===== config.mk =====
export PLATFORM = sky130hd
export DESIGN_NAME = bram_fifo_ctrl
export DESIGN_NICKNAME = d
export VERILOG_FILES = /design/src/rtl/bram_fifo_pkg.sv /design/src/rtl/bram_fifo_outbuf.sv /design/src/rtl/bram_fifo_ctrl.sv
export SDC_FILE = /design/constraint.sdc
export NUM_CORES = 1
export LEC_CHECK = 0
export ABC_AREA = 1
export ABC_CLOCK_PERIOD_IN_PS = 4200
export BUFFER_PORTS_ARGS = -buffer_cell sky130_fd_sc_hd__buf_2
export CORE_MARGIN = 1.5
export CORE_UTILIZATION = 35
export CTS_CLUSTER_DIAMETER = 50
export DETAILED_ROUTE_END_ITERATION = 6
export GPL_ROUTABILITY_DRIVEN = 0
export GPL_TIMING_DRIVEN = 0
export HOLD_SLACK_MARGIN = 0.15
export PLACE_DENSITY = 0.54
export SLEW_MARGIN = 0
export SYNTH_ARGS = -nofsm -noshare
export SYNTH_HDL_FRONTEND = slang
export SYNTH_SLANG_ARGS = --single-unit

===== constraint.sdc =====
create_clock -name i_clk -period 4.2 [get_ports i_clk]
set_clock_uncertainty 0.1 [all_clocks]
set_input_delay 1.05 -clock i_clk [delete_from_list [all_inputs] [get_ports i_clk]]
set_output_delay 1.05 -clock i_clk [all_outputs]
set_load 0.02 [all_outputs]

===== src/rtl/bram_fifo_pkg.sv =====
// Shared definitions for the block-RAM FIFO controller: arbiter priority encoding,
// output buffer depth and the level-counter width helper.
package bram_fifo_pkg;

    typedef enum logic {
        PRIO_WR = 1'b0,
        PRIO_RD = 1'b1
    } prio_e;

    localparam int BUF_DEPTH = 2;

    // Level must hold DEPTH RAM words plus every word in the buffer and in flight.
    function automatic int lvl_width(input int aw);
        return $clog2((1 << aw) + BUF_DEPTH) + 1;
    endfunction

endpackage


===== src/rtl/bram_fifo_outbuf.sv =====
// Two-entry output buffer fed by block-RAM read data; head is presented straight from
// a register so the consumer sees no combinational path from the RAM.
module bram_fifo_outbuf
    import bram_fifo_pkg::*;
#(
    parameter int DATA_WIDTH = 8
) (
    input  logic                  i_clk,
    input  logic                  i_rst,
    input  logic                  i_push,
    input  logic [DATA_WIDTH-1:0] i_push_dat,
    input  logic                  i_pop,
    output logic [1:0]            o_occ,
    output logic [DATA_WIDTH-1:0] o_head,
    output logic                  o_head_valid
);

    logic [DATA_WIDTH-1:0] r_mem [BUF_DEPTH];
    logic                  r_wr_idx;
    logic                  r_rd_idx;
    logic [1:0]            r_occ;

    always_ff @(posedge i_clk) begin
        if (i_rst) begin
            for (int i = 0; i < BUF_DEPTH; i++) begin
                r_mem[i] <= '0;
            end
            r_wr_idx <= 1'b0;
            r_rd_idx <= 1'b0;
            r_occ    <= 2'd0;
        end else begin
            if (i_push) begin
                r_mem[r_wr_idx] <= i_push_dat;
                r_wr_idx        <= ~r_wr_idx;
            end
            if (i_pop) begin
                r_rd_idx <= ~r_rd_idx;
            end
            r_occ <= r_occ + {1'b0, i_push} - {1'b0, i_pop};
        end
    end

    assign o_occ        = r_occ;
    assign o_head       = r_mem[r_rd_idx];
    assign o_head_valid = (r_occ != 2'd0);

endmodule


===== src/rtl/bram_fifo_ctrl.sv =====
// Streaming FIFO controller owning the single port of a 1-cycle-latency block RAM.
// Optional high-water-mark tracking is built when BRAM_FIFO_HWM_EN is defined.
module bram_fifo_ctrl
    import bram_fifo_pkg::*;
#(
    parameter int  DATA_WIDTH = 8,
    parameter int  ADDR_WIDTH = 8,
    localparam int LVL_W      = lvl_width(ADDR_WIDTH)
) (
    input  logic                  i_clk,
    input  logic                  i_rst,
    input  logic                  i_wr_valid,
    output logic                  o_wr_ready,
    input  logic [DATA_WIDTH-1:0] i_wr_data,
    output logic                  o_rd_valid,
    input  logic                  i_rd_ready,
    output logic [DATA_WIDTH-1:0] o_rd_data,
    output logic [LVL_W-1:0]      o_level,
`ifdef BRAM_FIFO_HWM_EN
    output logic [LVL_W-1:0]      o_hwm,
    input  logic                  i_hwm_clr,
`endif
    output logic                  o_ram_we,
    output logic [ADDR_WIDTH-1:0] o_ram_addr,
    output logic [DATA_WIDTH-1:0] o_ram_din,
    input  logic [DATA_WIDTH-1:0] i_ram_dout
);

    localparam logic [ADDR_WIDTH:0] DEPTH = {1'b1, {ADDR_WIDTH{1'b0}}};

    logic [ADDR_WIDTH-1:0] r_wr_ptr;
    logic [ADDR_WIDTH-1:0] r_rd_ptr;
    logic [ADDR_WIDTH-1:0] r_ram_addr;
    logic [ADDR_WIDTH:0]   r_ram_cnt;
    logic                  r_pending;
    prio_e                 r_prio;

    logic       w_full;
    logic       w_ram_empty;
    logic       w_pop;
    logic       w_rd_want;
    logic       w_rd_first;
    logic       w_wr_grant;
    logic       w_rd_grant;
    logic       w_contend;
    logic [1:0] w_occ;

    assign w_full      = (r_ram_cnt == DEPTH);
    assign w_ram_empty = (r_ram_cnt == '0);
    assign w_pop       = o_rd_valid && i_rd_ready;
    // A read may only issue if its word is guaranteed a buffer slot when it lands.
    assign w_rd_want   = !w_ram_empty &&
                         (({1'b0, w_occ} + {2'b0, r_pending}) < (3'd2 + {2'b0, w_pop}));
    assign w_rd_first  = w_rd_want && (r_prio == PRIO_RD);
    assign w_wr_grant  = !i_rst && !w_rd_first && i_wr_valid && !w_full;
    assign w_rd_grant  = !i_rst && w_rd_want && !w_wr_grant;
    assign w_contend   = w_rd_want && i_wr_valid && !w_full;

    assign o_wr_ready  = !i_rst && !w_full && !w_rd_first;
    assign o_ram_we    = w_wr_grant;
    assign o_ram_din   = w_wr_grant ? i_wr_data : '0;
    assign o_ram_addr  = i_rst      ? '0       :
                         w_wr_grant ? r_wr_ptr :
                         w_rd_grant ? r_rd_ptr : r_ram_addr;

    always_ff @(posedge i_clk) begin
        if (i_rst) begin
            r_wr_ptr   <= '0;
            r_rd_ptr   <= '0;
            r_ram_addr <= '0;
            r_ram_cnt  <= '0;
            r_pending  <= 1'b0;
            r_prio     <= PRIO_WR;
        end else begin
            if (w_wr_grant) begin
                r_wr_ptr <= r_wr_ptr + 1'b1;
            end
            if (w_rd_grant) begin
                r_rd_ptr <= r_rd_ptr + 1'b1;
            end
            r_ram_cnt  <= r_ram_cnt + {{ADDR_WIDTH{1'b0}}, w_wr_grant}
                                    - {{ADDR_WIDTH{1'b0}}, w_rd_grant};
            r_pending  <= w_rd_grant;
            r_ram_addr <= o_ram_addr;
            if (w_contend) begin
                r_prio <= (r_prio == PRIO_WR) ? PRIO_RD : PRIO_WR;
            end
        end
    end

    bram_fifo_outbuf #(
        .DATA_WIDTH (DATA_WIDTH)
    ) u_outbuf (
        .i_clk        (i_clk),
        .i_rst        (i_rst),
        .i_push       (r_pending),
        .i_push_dat   (i_ram_dout),
        .i_pop        (w_pop),
        .o_occ        (w_occ),
        .o_head       (o_rd_data),
        .o_head_valid (o_rd_valid)
    );

    assign o_level = LVL_W'(r_ram_cnt) + LVL_W'(r_pending) + LVL_W'(w_occ);

`ifdef BRAM_FIFO_HWM_EN
    logic [LVL_W-1:0] r_hwm;

    always_ff @(posedge i_clk) begin
        if (i_rst) begin
            r_hwm <= '0;
        end else if (i_hwm_clr || (o_level > r_hwm)) begin
            r_hwm <= o_level;
        end
    end

    assign o_hwm = r_hwm;
`endif

endmodule


# [Word level (Yosys, flattened, before mapping)]
# Memories as Yosys holds them, arrays and structs flattened. A register that Yosys moved wholly into a read port is not among the register bits.
# Cells that the tools add are included.
[word_totals] ff_bits=39 ramBits=16 in_bits=20 output_inout_bits=37 elab_cells=59 memories=1
[memory_table] memory="u_outbuf.r_mem" depth=2 width=8 rd=1 rd_clocked_by_memory_dff=1 write_ports=2 line_no="bram_fifo_outbuf.sv:18" source="logic [DATA_WIDTH-1:0] r_mem [BUF_DEPTH];"
[classes] addsub=10 n_lt_le_gt_ge=1 eq_ne=1 muxes=15 bitwise_logic=2 n_reduce_logical=20
[op_table] operator="$mux 8" n=5
[op_table] operator="$add 8x1->8 const B" n=2
[op_table] operator="$logic_and 1x1->1" n=12
[op_table] operator="$add 10x2->10" n=1
[op_table] operator="$add 9x1->10" n=1
[op_table] operator="$mux 1" n=10
[op_table] operator="$add 9x1->9" n=1
[op_table] operator="$eq 9x9->1 const B" n=1
[op_table] operator="$logic_not 9->1" n=1
[op_table] operator="$sub 9x1->9" n=1
[op_table] operator="$reduce_or 8->1" n=1
[op_table] operator="$logic_not 1->1" n=5
[op_table] operator="$add 2x1->3" n=1
[op_table] operator="$add 2x1->3 const A" n=1
[op_table] operator="$lt 3x3->1" n=1
[op_table] operator="$add 2x1->2" n=1
[op_table] operator="$not 1->1" n=2
[op_table] operator="$reduce_bool 2->1" n=1
[op_table] operator="$sub 2x1->2" n=1

# [Logic depth before layout (Yosys ltp)]
[logic_depth] depth_word=15 depth_mapped=25

# [Hierarchy]
# Synthesis repeated with hierarchy kept, for this count alone.
[hier_totals] hier_cells=413 area_unflattened_um2=3422.0
[by_module_without_submodules] mod="bram_fifo_ctrl" instances=1 cells_per_inst=332 area_each_um2=2481.1 seq_area_each_um2=700.7
[by_module_without_submodules] mod="bram_fifo_outbuf" instances=1 cells_per_inst=81 area_each_um2=940.9 seq_area_each_um2=580.6

# [Worst setup path after synthesis]
# Ideal clock, no wire load.
[synth_path] kind="input to register" from="input port i_rst" to="register r_ram_cnt[6]" t_arrival_ns=3.176 path_slack_ns=0.854 path_stages=20 path_cell_list="clkinv_1 nand2_1 inv_1 nand3_2 nand2_2 inv_1 ha_1 inv_1 ha_1 inv_1 fa_1 inv_1 nand3_1 nand2_1 nand2_1 inv_1 nor2_1 o21bai_1 o21ai_0 a21oi_1"
[synth_between] elab_chain_cells=7 word_cells_on_any_way=9 classes_between="2 x add/sub; 7 x reduce/logical"
[synth_rtl] item="start: declaration" line_no="bram_fifo_ctrl.sv:11" source="input logic i_rst,"
[synth_rtl] item="$logic_not 1->1 *" line_no="bram_fifo_ctrl.sv:55, bram_fifo_ctrl.sv:56"
[synth_rtl] item="$logic_and 1x1->1 (3 in a row)" line_no="bram_fifo_ctrl.sv:55" source="assign w_wr_grant = !i_rst && !w_rd_first && i_wr_valid && !w_full;"
[synth_rtl] item="$logic_not 1->1" line_no="bram_fifo_ctrl.sv:56" source="assign w_rd_grant = !i_rst && w_rd_want && !w_wr_grant;"
[synth_rtl] item="$logic_and 1x1->1 *" line_no="bram_fifo_ctrl.sv:56"
[synth_rtl] item="via w_rd_grant" line_no="bram_fifo_ctrl.sv:44" source="logic w_rd_grant;"
[synth_rtl] item="$sub 9x1->9 *" line_no="bram_fifo_ctrl.sv:82" source="- {{ADDR_WIDTH{1'b0}}, w_rd_grant};"
[synth_rtl] item="end signal: assignment" line_no="bram_fifo_ctrl.sv:81" source="r_ram_cnt <= r_ram_cnt + {{ADDR_WIDTH{1'b0}}, w_wr_grant}"
[synth_rtl] item="end: declaration" line_no="bram_fifo_ctrl.sv:34" source="logic [ADDR_WIDTH:0] r_ram_cnt;"
# The timed path passes the listed nets; every way through them passes the cells marked *.
# A chain may end at the register's enable or synchronous reset.

# [Final worst setup path]
# Same ends and word-level chain as after synthesis.

==> results.py <==
metrics = {
    "sta": {
        "grt_setup_unrepaired": "no",
        "min_period_ns": 3.52,
        "worstMarginPinSlew_ns": 0.547,
        "timing_hold_violations_final": 0,
        "worst_hold_slack_across_all_endpoints_ns": 0.364,
        "finalSetupTns_ns": 0,
        "max_slew_margin_pct": 63.5,
        "fmaxAchievable_mhz": 284,
        "setup_violations": 0,
        "final_period_util_pct": 83.9,
        "setup_slack_ns": 0.676,
        "drv_slew": 0,
    },
    "clock_tree": {
        "tritoncts.num_buffers": 5,
        "worst_skew_pair.late_latency_ns": 0.31,
        "clockRootBuffer": "clkbuf_8",
        "cts.htree.levels": 2,
        "postCtsSetupRepairBufs": 0,
        "cts_tree": "done",
        "clock_tree.buffer_depth": 2,
        "cts_resized": 0,
        "ctsHoldBuffers": 0,
        "clkTransAtPathRegs_ns": 0.11,
        "clkSinkCount": 56,
    },
    "worst_setup_path": {
        "criticalPathCategory": "in2reg",
        "worst-endpoint-arrival_ns": 3.68,
        "startpoint_class": "input pin",
        "cp_max_fo": 10,
        "cp-end-kind": "flip-flop",
        "worstPathRequired_ns": 4.35,
    },
    "route": {
        "detail_route.wl_per_cell_um": 11.9,
        "post_route_drc_violation_count": 0,
        "dr.first_iter.drc_count": 124,
        "detail_route.vias_per_cell": 4.68,
        "drt_pass1_iterations": 4,
        "final_antenna_net_count": 0,
        "route.final.wire_length_um": 6910,
        "detailroute.via_count": 2717,
    },
    "placed_design": {
        "dp_worst_setup_slack_ns": 0.343,
        "place_area_um2": 3670,
        "port-buffer-count": 56,
        "hpwl_reported_at_the_end_of_detailed_placement_um": 5230,
    },
    "hold_path": {
        "class_of_the_tightest_hold_or_removal_check": "reg2reg",
    },
    "power_and_ir_drop": {
        "worst_ir_drop_vdd_mv": 0.325,
        "power.leakage_nw": 1.88,
        "areal_power_density_over_the_cells_nw_per_um2": 624,
    },
    "synth": {
        "syn_inst": 409,
        "netlist-cell-type-count": 34,
        "ys_top_cells_by_area": "dfxtp_1 (25%), edfxtp_1 (15%), ha_1 (9.6%)",
        "synth-seq-area-share_pct": 39.4,
        "yosys_register_bits": 56,
        "ys_dominant_reg_cell": "dfxtp_1",
        "mappedNetlistNets": 457,
        "yosys_warnings": 0,
        "synth_top_cell_area_share_pct": 24.6,
        "syn_area_um2": 3250,
        "synth_enable_flop_cells": 16,
        "async_flop_share_pct": 0,
        "synth_area_per_cell_um2": 7.95,
        "synth.largest_area_cell": "dfxtp_1",
    },
    "floorplanning": {
        "starting_density_of_the_core_pct": 36.8,
        "die_w_um": 99.4,
        "die_area_um2": 9880,
        "coreArea_um2": 8850,
        "ios": 57,
        "placement_rows": 34,
        "chipHeight_um": 99.4,
    },
    "global_route": {
        "global_route_wire_length_before_repair_um": 11600,
        "grt_max_degree": 19,
        "vias_in_the_first_global_route": 2612,
        "grt_antenna_before_repair": 0,
        "gr-total-overflow": 0,
        "track_usage_pct": 14.6,
    },
    "flow_run": {
        "max_cap_viol_count": 0,
    },
    "layout": {
        "antenna_fix_cells": 0,
        "drive_gt1_share_pct": 20.1,
        "design.final.nets": 520,
        "area_overhead_vs_synth_pct": 16.3,
        "final_area_um2": 3780,
        "final.fill_count": 924,
        "fin_util_pct": 42.7,
    },
    "run_status": {
        "outcome": "finished, final reports clean",
    },
}
[synth_stat cells, types with 5 or more instances]
library cell	number
ha_1	25
dfxtp_1	40
nor2_1	61
mux2_2	8
xor2_1	18
nand2_1	59
nand3_1	27
inv_1	64
edfxtp_1	16
a21oi_1	28
o21ai_0	16
nand4_1	5
[where the power goes]
| part | total [mW] | switching (mW) | internal, mW | leakage, nW |
|---|---|---|---|---|
| clock | 0.368 | 0.188 | 0.180 | 0.0548 |
| combinational | 1.22 | 0.777 | 0.446 | 1.33 |
| sequential | 0.770 | 0.0928 | 0.677 | 0.495 |
| total | 2.36 | 1.06 | 1.30 | 1.88 |
[area by class of cell]
class,instances,area [um2],area share (%)
plain buffers,11,68.8,1.82
multi-input cells,273,1640,43.4
inverters,69,259,6.85
clock inverters,3,46.3,1.22
clock buffers,5,68.8,1.82
well taps,108,135,3.57
repair buffers,56,280,7.41
flip-flops and latches,56,1280,33.9
[per-stage QoR]
step	total power, mW	cells
5_1_grt	2.59	581
4_1_cts	2.39	581
3_5_place_dp	2.02	573
2_1_floorplan	1.70	409
6_report	2.36	581
3_3_place_gp	2.00	573
[path summary, 6_finish.rpt]
check,startpoint,end,slack (ns),cells past startpoint
worst min register to register,u_outbuf.r_rd_idx,u_outbuf.r_rd_idx,0.36,1
worst max-delay path,i_rst,r_ram_cnt[6],0.68,21
worst max register to register,r_ram_cnt[2],r_ram_cnt[6],0.71,24
worst min-delay path,u_outbuf.r_rd_idx,u_outbuf.r_rd_idx,0.36,1
[registers in the layout, indices dropped and copies added (netlist names), named ones only]
register / count
r_prio: 1
r_ram_addr: 8
u_outbuf.o_occ: 2
u_outbuf.r_rd_idx: 1
r_rd_ptr: 8
r_pending: 1
u_outbuf.r_wr_idx: 1
u_outbuf.r_mem: 16
r_ram_cnt: 9
r_wr_ptr: 8
[cell usage in the layout, fill, tap and decap left out, types with 16 or more instances in the layout]
cell and instances:
a21oi_1 28, dfxtp_1 40, edfxtp_1 16, nor2_1 61
inv_1 64, nand3_1 27, ha_1 25, o21ai_0 16
xor2_1 18, nand2_1 59, buf_2 57
[per-layer routing]
metal,GRT usage [%],vias up,routed length [um]
li1,-,1425,-
met1,17.8,1224,3290
met2,25.9,62,3240
met3,2.81,6,300
met4,4.55,0,76
met5,0,-,0
[logic make-up after synthesis]
family | Yosys count | synth area share, %
simple gates | 166 | 22.4
buf+inv | 80 | 10.1
flops | 56 | 39.4
compound gates | 51 | 8.46
fa+ha+maj | 28 | 11.5
xor+xnor | 20 | 5.39
mux | 8 | 2.77
[worst max-delay path, cell delays in order]
cell      delay (ns)
buf_2           0.11
clkinv_1        0.14
nand2_1         0.07
inv_1           0.09
nand3_2         0.15
nand2_2         0.21
inv_1           0.08
ha_1            0.27
inv_1           0.05
ha_1            0.16
inv_1           0.06
fa_1            0.35
inv_1           0.09
nand3_1         0.08
nand2_1         0.14
nand2_1         0.07
inv_1           0.07
nor2_1          0.04
o21bai_1        0.17
o21ai_0         0.09
a21oi_1         0.14
Power figures use the tool's default switching activity.
